===== src/rtl/alu_op_scheduler.sv =====
// Round-robin scheduler sharing one ALU and its 16-bit output register between two requesters.
// Sequences one operation at a time: operand drive, latency wait, output load, result handshake.
module alu_op_scheduler #(
  parameter int unsigned MULDIV_LAT = 4,
  parameter logic [3:0]  MUL_OP     = 4'b1000,
  parameter logic [3:0]  DIV_OP     = 4'b1001
) (
  input  logic        clk,
  input  logic        reset,
  input  logic        req0_valid,
  output logic        req0_ready,
  input  logic [7:0]  req0_a,
  input  logic [7:0]  req0_b,
  input  logic [3:0]  req0_op,
  input  logic        req1_valid,
  output logic        req1_ready,
  input  logic [7:0]  req1_a,
  input  logic [7:0]  req1_b,
  input  logic [3:0]  req1_op,
  output logic [7:0]  alu_a,
  output logic [7:0]  alu_b,
  output logic [3:0]  alu_op,
  output logic        out_load,
  input  logic [15:0] out_data,
  output logic        resp_valid,
  output logic        resp_id,
  output logic [15:0] resp_data,
  input  logic        resp_ready,
  output logic        busy
);

  localparam int unsigned DW  = 8;
  localparam int unsigned OPW = 4;
  localparam int unsigned RW  = 16;
  localparam int unsigned CW  = 4;

  typedef enum logic [1:0] {IDLE, EXEC, LOAD, RESP} state_e;

  state_e          state_q, state_d;
  logic            rr_q, rr_d;
  logic [DW-1:0]   alu_a_q, alu_a_d;
  logic [DW-1:0]   alu_b_q, alu_b_d;
  logic [OPW-1:0]  alu_op_q, alu_op_d;
  logic [CW-1:0]   cnt_q, cnt_d;
  logic            out_load_q, out_load_d;
  logic            resp_valid_q, resp_valid_d;
  logic            resp_id_q, resp_id_d;
  logic [RW-1:0]   resp_data_q, resp_data_d;
  logic            resp_cap_q, resp_cap_d;

  logic            any_valid;
  logic            grant_id;
  logic [DW-1:0]   sel_a;
  logic [DW-1:0]   sel_b;
  logic [OPW-1:0]  sel_op;
  logic            sel_muldiv;

  // Round-robin grant: rr only breaks ties when both requesters are valid.
  assign any_valid  = req0_valid | req1_valid;
  assign grant_id   = (req0_valid & req1_valid) ? rr_q : req1_valid;
  assign req0_ready = (state_q == IDLE) & req0_valid & ~grant_id;
  assign req1_ready = (state_q == IDLE) & req1_valid & grant_id;

  assign sel_a      = grant_id ? req1_a  : req0_a;
  assign sel_b      = grant_id ? req1_b  : req0_b;
  assign sel_op     = grant_id ? req1_op : req0_op;
  assign sel_muldiv = (sel_op == MUL_OP) || (sel_op == DIV_OP);

  // Next-state and registered-output logic.
  always_comb begin
    state_d      = state_q;
    rr_d         = rr_q;
    alu_a_d      = alu_a_q;
    alu_b_d      = alu_b_q;
    alu_op_d     = alu_op_q;
    cnt_d        = cnt_q;
    out_load_d   = 1'b0;
    resp_valid_d = resp_valid_q;
    resp_id_d    = resp_id_q;
    resp_data_d  = resp_data_q;
    resp_cap_d   = resp_cap_q;
    case (state_q)
      IDLE: begin
        if (any_valid) begin
          alu_a_d   = sel_a;
          alu_b_d   = sel_b;
          alu_op_d  = sel_op;
          resp_id_d = grant_id;
          rr_d      = ~grant_id;
          cnt_d     = sel_muldiv ? CW'(MULDIV_LAT) : CW'(1);
          state_d   = EXEC;
        end
      end
      EXEC: begin
        cnt_d = cnt_q - CW'(1);
        if (cnt_q == CW'(1)) begin
          out_load_d = 1'b1;
          state_d    = LOAD;
        end
      end
      LOAD: begin
        resp_valid_d = 1'b1;
        resp_cap_d   = 1'b0;
        state_d      = RESP;
      end
      RESP: begin
        if (!resp_cap_q) begin
          resp_data_d = out_data;
          resp_cap_d  = 1'b1;
        end
        if (resp_ready) begin
          resp_valid_d = 1'b0;
          state_d      = IDLE;
        end
      end
      default: state_d = IDLE;
    endcase
  end

  always_ff @(posedge clk or posedge reset) begin
    if (reset) begin
      state_q      <= IDLE;
      rr_q         <= 1'b0;
      alu_a_q      <= '0;
      alu_b_q      <= '0;
      alu_op_q     <= '0;
      cnt_q        <= '0;
      out_load_q   <= 1'b0;
      resp_valid_q <= 1'b0;
      resp_id_q    <= 1'b0;
      resp_data_q  <= '0;
      resp_cap_q   <= 1'b0;
    end else begin
      state_q      <= state_d;
      rr_q         <= rr_d;
      alu_a_q      <= alu_a_d;
      alu_b_q      <= alu_b_d;
      alu_op_q     <= alu_op_d;
      cnt_q        <= cnt_d;
      out_load_q   <= out_load_d;
      resp_valid_q <= resp_valid_d;
      resp_id_q    <= resp_id_d;
      resp_data_q  <= resp_data_d;
      resp_cap_q   <= resp_cap_d;
    end
  end

  // The output register only updates at the LOAD edge, so in the first RESP cycle
  // its content is forwarded directly; it is held in resp_data_q from then on.
  assign resp_data  = (resp_valid_q && !resp_cap_q) ? out_data : resp_data_q;

  assign alu_a      = alu_a_q;
  assign alu_b      = alu_b_q;
  assign alu_op     = alu_op_q;
  assign out_load   = out_load_q;
  assign resp_valid = resp_valid_q;
  assign resp_id    = resp_id_q;
  assign busy       = (state_q != IDLE);

endmodule


===== config.mk =====
export PLATFORM = sky130hd
export DESIGN_NAME = alu_op_scheduler
export DESIGN_NICKNAME = d
export VERILOG_FILES = /design/src/rtl/alu_op_scheduler.sv
export SDC_FILE = /design/constraint.sdc
export NUM_CORES = 1
export LEC_CHECK = 0
export CORE_MARGIN = 1
export CORE_UTILIZATION = 42
export DETAILED_ROUTE_END_ITERATION = 6
export PLACE_DENSITY_LB_ADDON = 0.05
export SETUP_SLACK_MARGIN = 0.05
export SLEW_MARGIN = 5
export SYNTH_ARGS = -nofsm -noshare
export SYNTH_HDL_FRONTEND = slang
export SYNTH_SLANG_ARGS = --single-unit
export TNS_END_PERCENT = 20

===== constraint.sdc =====
create_clock -name clk -period 2.09 [get_ports clk]
set_clock_uncertainty 0.1 [all_clocks]
set_input_delay 0.5225 -clock clk [delete_from_list [all_inputs] [get_ports clk]]
set_output_delay 0.5225 -clock clk [all_outputs]
set_load 0.01 [all_outputs]

==> impl_metrics.json, run 1 <==
{
  "outcome": "finished clean",
  "worstPathMaxFanout": 7,
  "tightestPinTransition_ns": 0.372,
  "fin_area_um2": 3680,
  "relSlewSlack_pct": 75.2,
  "die_y_um": 76.7,
  "initial_core_util_pct": 44.7,
  "grt_usage_pct": 19.3,
  "grt_pass1_vias": 1978,
  "antenna_cells": 0,
  "r2r_start": "state_q[0]",
  "p_per_area_nw_per_um2": 1420,
  "route.vias.total": 1898,
  "fp.coreArea_um2": 5240,
  "rsz0062_at_grt": "yes",
  "hpwl_um": 3920,
  "clk_latency_ns": 0.29,
  "first_pass_iters": 4,
  "hold_path.class": "in -> async",
  "ir_drop_mv": 0.753,
  "cts_buffers": 5,
  "h-tree-depth": 2,
  "holdWs_ns": 0.346,
  "drive_gt1_share_pct": 26.8,
  "syn_nets": 273,
  "cp.arrival_ns": 1.44,
  "grt_max_degree": 45,
  "slew_violations": 0,
  "rows": 26,
  "clkTransAtPathRegs_ns": 0.08,
  "cts_num_sinks": 47,
  "wire_per_inst_um": 13.8,
  "synth_flop_cell": "dfrtp_1",
  "routed_wl_um": 5400,
  "grt_pass1_wl_um": 8960,
  "setup_viol": 0,
  "synth_edf_count": 0,
  "yosysSeqAreaShare_pct": 50.2,
  "critical_path_class": "reg -> out",
  "post-route-util_pct": 70.3,
  "num_io_pins": 103,
  "cts_tree": "built",
  "start_kind": "flop",
  "place_area_um2": 3520,
  "synth.avg_cell_area_um2": 11.4,
  "route.antenna.remaining_nets": 0,
  "drv_cap": 0,
  "antenna_found_initial": 0,
  "cts_buffer_depth": 2,
  "async_flop_share_pct": 100,
  "endpoint_kind": "primary output",
  "fin_total_pwr_mw": 5.21,
  "clock.fmax_ghz": 0.486,
  "hold_buffers": 0,
  "place_congestion": 0.789,
  "syn_area_um2": 2340,
  "drt_iter0_markers": 53,
  "finalNetCount": 389,
  "power_leakage_nw": 1.70,
  "grt_remaining_overflow": 0,
  "fin_crit_ns": 2.06,
  "yosys.cell_types.count": 30,
  "die_area_um2": 5880,
  "synth_top_area_share_pct": 50.2,
  "period_share_pct": 98.5,
  "yosys_warnings": 0,
  "synth_area_leaders": "dfrtp_1 (50%), mux2_2 (15%), mux2i_1 (9.0%), o21ai_0 (4.9%), nand2_1 (4.0%)",
  "port_buffers": 102,
  "viasPerCell": 4.85,
  "synth_top_cell_by_area": "dfrtp_1",
  "finalHoldViolCount": 0,
  "die_w_um": 76.7,
  "area_growth_pct": 57.2,
  "crit_path_start": "resp_cap_q",
  "synth-seq-cells": 47,
  "drc": 0,
  "syn_inst": 206,
  "root_buffer": "clkbuf_8",
  "worstPathRequired_ns": 1.47
}
-- kinds of logic after synthesis --
family	count (synthesis)	share of synthesized area (%)
adders and majority gates	6	3.21
DFF	47	50.2
and+or+nand+nor	37	7.00
buffers and inverters	22	4.33
muxes	54	25.0
AOI/OAI and AO/OA	40	10.2
-- sequential cells by signal (all words and copies together) (netlist names), 2 cells and up --
register / flops
alu_a: 8
alu_b: 8
alu_op: 4
cnt_q: 4
resp_data_q: 16
state_q: 2
-- layer usage --
metal	track usage [%]	share of wire (%)
met5	0	0
met4	6.92	1.2
met3	5.95	7.5
met2	32.5	48
met1	23.3	43
-- through the flow --
step,instances,setup TNS (ns),setup WS [ns]
after floorplan,206,0,0.219
after global placement,382,-5.01,-0.388
after detailed placement,382,-5.93,-0.433
after CTS,390,-0.516,-0.0424
after global routing,391,-0.0862,-0.0139
final,391,0,0.0309
-- worst max-delay path, cell delays in order, from the launching register on --
cell and delay [ns]:
dfrtp_1 0.38, nand2b_4 0.17, clkbuf_16 0.17, mux2_4 0.30
buf_6 0.12
-- placed cells by master (no fill, tap or decap), types with 2 or more instances in the layout --
cell type        instances
o21ai_2                  2
clkdlybuf4s50_1         81
o22ai_1                  3
buf_6                   17
buf_12                   2
clkbuf_8                 5
nor2_1                   4
mux2_4                   3
nand2_1                 25
mux2_2                  30
inv_1                    9
o21ai_0                 23
buf_4                   13
mux2i_1                 21
ha_1                     5
dlygate4sd2_1            3
inv_2                    3
buf_2                    2
dfrtp_1                 47
a21oi_1                  4
-- power by group --
group          total [mW]  switching (mW)  internal (mW)
sequential           1.59           0.239           1.36
combinational        3.10            1.27           1.84
clock               0.511           0.289          0.223
-- area by class of cell --
cell class / count / area (um2)
fill: 430 / 1560
multi-input combinational: 137 / 1090
clock inverter: 1 / 7.51
sequential: 47 / 1180
timing repair buffer: 119 / 1200
clock buffer: 5 / 68.8
inverter: 12 / 45.0
tap: 70 / 87.6
-- repair_timing --
item / CTS / global route
setup buffers: 2 / 1
setup endpoints to repair: 19 / 18
gates cloned: 0 / 1
resized for setup: 92 / 8
pin swaps: 0 / 2
-- worst paths after layout --
| path | end | slack (ns) | cells after the start |
|---|---|---|---|
| worst max-delay path | resp_data[14] | 0.03 | 4 |
| worst min-delay path | cnt_q[1] | 0.35 | 2 |
| worst max register to register | cnt_q[0] | 0.27 | 7 |
| worst min register to register | alu_b[0] | 0.38 | 2 |
| max in group asynchronous | resp_data_q[15] | 1.10 | 3 |
| min in group clk | alu_b[0] | 0.38 | 2 |
-- cells in the mapped netlist, drive strengths merged (2+ instances only) --
cell type	n
buf	6
mux2	33
o21ai	26
nor2	5
nand2	25
a21oi	5
dfrtp	47
o22ai	3
clkbuf	4
mux2i	21
inv	12
ha	6
nand2b	2
and3	2
Power figures use the tool's default switching activity.
==> run 2, diff against run 1 <==
--- a/config.mk
+++ b/config.mk
@@ -5,10 +5,12 @@
 export SDC_FILE = /design/constraint.sdc
 export NUM_CORES = 1
 export LEC_CHECK = 0
+export CORE_ASPECT_RATIO = 1.25
 export CORE_MARGIN = 1
 export CORE_UTILIZATION = 42
 export DETAILED_ROUTE_END_ITERATION = 6
 export PLACE_DENSITY_LB_ADDON = 0.05
+export RECOVER_POWER = 50
 export SETUP_SLACK_MARGIN = 0.05
 export SLEW_MARGIN = 5
 export SYNTH_ARGS = -nofsm -noshare
==> run 2 against run 1 <==
Against the previous run:
- clock power rose by 5.3%
- power down 2.4%
- critical path depth is the same
- global-route usage down 0.19 points
- critical path type unchanged
- largest power group unchanged
==> impl_metrics.json, run 2 (same netlist as run 1, synthesis figures left out) <==
{
  "holdWs_ns": 0.380,
  "fin_crit_ns": 2.04,
  "drive_gt1_share_pct": 26.2,
  "endpoint_kind": "primary output",
  "top_register": "resp_data_q",
  "place_area_um2": 3530,
  "first_pass_iters": 4,
  "viasPerCell": 4.88,
  "slowest_stage": "dfrtp_1",
  "antenna_cells": 0,
  "die_area_um2": 5880,
  "critical_path_class": "reg -> out",
  "fillers": 442,
  "layout_commonest_cell": "clkdlybuf4s50_1",
  "final_cells": 388,
  "place_congestion": 0.752,
  "port_buffers": 102,
  "finalNetCount": 390,
  "outcome": "finished clean",
  "worstPathRequired_ns": 1.47,
  "final_cell_mix": "clkdlybuf4s50_1 (81), dfrtp_1 (47), mux2_2 (32), nand2_1 (24), o21ai_0 (23)",
  "grt_usage_pct": 19.1,
  "period_share_pct": 97.8,
  "die_y_um": 85.5,
  "drt_iter0_markers": 29,
  "start_kind": "flop",
  "hpwl_um": 3810,
  "crit_cells": 4,
  "clk_latency_ns": 0.30,
  "clock.fmax_ghz": 0.489,
  "rsz0062_at_grt": "yes",
  "p_per_area_nw_per_um2": 1390,
  "rows": 30,
  "num_io_pins": 103,
  "slowest_delay_ns": 0.36,
  "die_w_um": 68.8,
  "relSlewSlack_pct": 21.7,
  "route.antenna.remaining_nets": 0,
  "h-tree-depth": 2,
  "antenna_found_initial": 0,
  "cts_buffers": 5,
  "post-route-util_pct": 67.6,
  "grt_remaining_overflow": 0,
  "grt_max_degree": 48,
  "hold_path.class": "reg -> reg",
  "wire_per_inst_um": 13.4,
  "cts_num_sinks": 47,
  "multiInputGateArea_um2": 1100,
  "initial_core_util_pct": 43.3,
  "grt_pass1_vias": 1807,
  "path_cells": "nand2b_4 -> buf_12 -> mux2_2 -> buf_6",
  "cts_buffer_depth": 2,
  "route.vias.total": 1892,
  "drc": 0,
  "clkTransAtPathRegs_ns": 0.09,
  "root_buffer": "clkbuf_8",
  "seq_area_um2": 1180,
  "largest_register_ffs": 16,
  "cts_tree": "built",
  "tightestPinTransition_ns": 1.17,
  "fin_area_um2": 3650,
  "area_growth_pct": 56.0,
  "grt_pass1_wl_um": 8470,
  "fp.coreArea_um2": 5410,
  "power_leakage_nw": 1.68,
  "cp.arrival_ns": 1.42,
  "ir_drop_mv": 0.818,
  "finalHoldViolCount": 0,
  "crit_buf_inv": 2,
  "drv_cap": 0,
  "dp_cells": 378,
  "routed_wl_um": 5190,
  "r2r_cells": 7,
  "cp_top_family": "flip-flops",
  "worstPathMaxFanout": 16,
  "worstHoldPathCells": 1,
  "slew_violations": 0,
  "setup_viol": 0
}
-- run 2: changes by cell type in the layout (fill, tap and decap cells not counted), sizes merged --
| cell | previous run | this run |
|---|---|---|
| buf | 34 | 29 |
| clkbuf | 6 | 12 |
| clkdlybuf4s15 | 0 | 2 |
| clkinv | 0 | 2 |
| dlygate4sd2 | 3 | 1 |
| dlymetal6s2s | 0 | 1 |
| inv | 12 | 11 |
-- run 2: layer usage --
layer / global-route usage (%) / vias up / part of all wire, %
met5: 0 / - / 0
met2: 31.1 / 59 / 48
li1: - / 949 / -
met4: 5.57 / 0 / 1.4
met1: 24.4 / 877 / 43
met3: 5.24 / 7 / 7.2
-- run 2: final cells by class --
cell class,count,area share (%)
Clock buffer,6,1.99
Clock inverter,2,0.343
Inverter,12,1.23
Multi-Input combinational cell,137,30.1
Sequential cell,47,32.2
Tap cell,64,2.19
Timing Repair Buffer,120,31.9
-- run 2: power breakdown --
group / internal [mW] / leakage [nW] / switching, mW
clock: 0.234 / 0.0412 / 0.304
sequential: 1.35 / 0.568 / 0.221
combinational: 1.74 / 1.07 / 1.23
-- run 2: worst paths after layout --
path / slack (ns) / to / start
hold reg to reg: 0.38 / cnt_q[3] / cnt_q[3]
setup / recovery: 0.05 / resp_data[14] / resp_cap_q
max in group asynchronous: 0.37 / cnt_q[2] / reset
setup reg to reg: 0.20 / cnt_q[2] / state_q[0]
min in group asynchronous: 0.81 / resp_data_q[13] / reset
hold / removal: 0.38 / cnt_q[3] / cnt_q[3]
-- run 2: through the flow --
step / total power [mW] / worst slack, ns / setup TNS (ns)
after floorplan: 3.10 / 0.219 / 0
after global placement: 4.44 / -0.372 / -5.06
after detailed placement: 4.50 / -0.438 / -6.07
after CTS: 5.13 / -0.0826 / -0.134
after global routing: 5.49 / -0.0264 / -0.313
final: 5.08 / 0.0452 / 0
-- run 2: worst register-to-register path, cell delays in order (launching register included) --
cell and delay [ns]:
dfrtp_1 0.35, inv_1 0.08, ha_4 0.17, o21ai_4 0.08, clkbuf_2 0.53, o22ai_1 0.18
a41oi_1 0.19, o22a_2 0.15
-- run 2: repair_timing --
item	4_1_cts	5_1_grt
buffers inserted	0	2
resized for setup	88	10
endpoints found under the setup margin	19	20
endpoints found under the hold margin	0	0
pin swaps	0	3
hold buffers	0	0
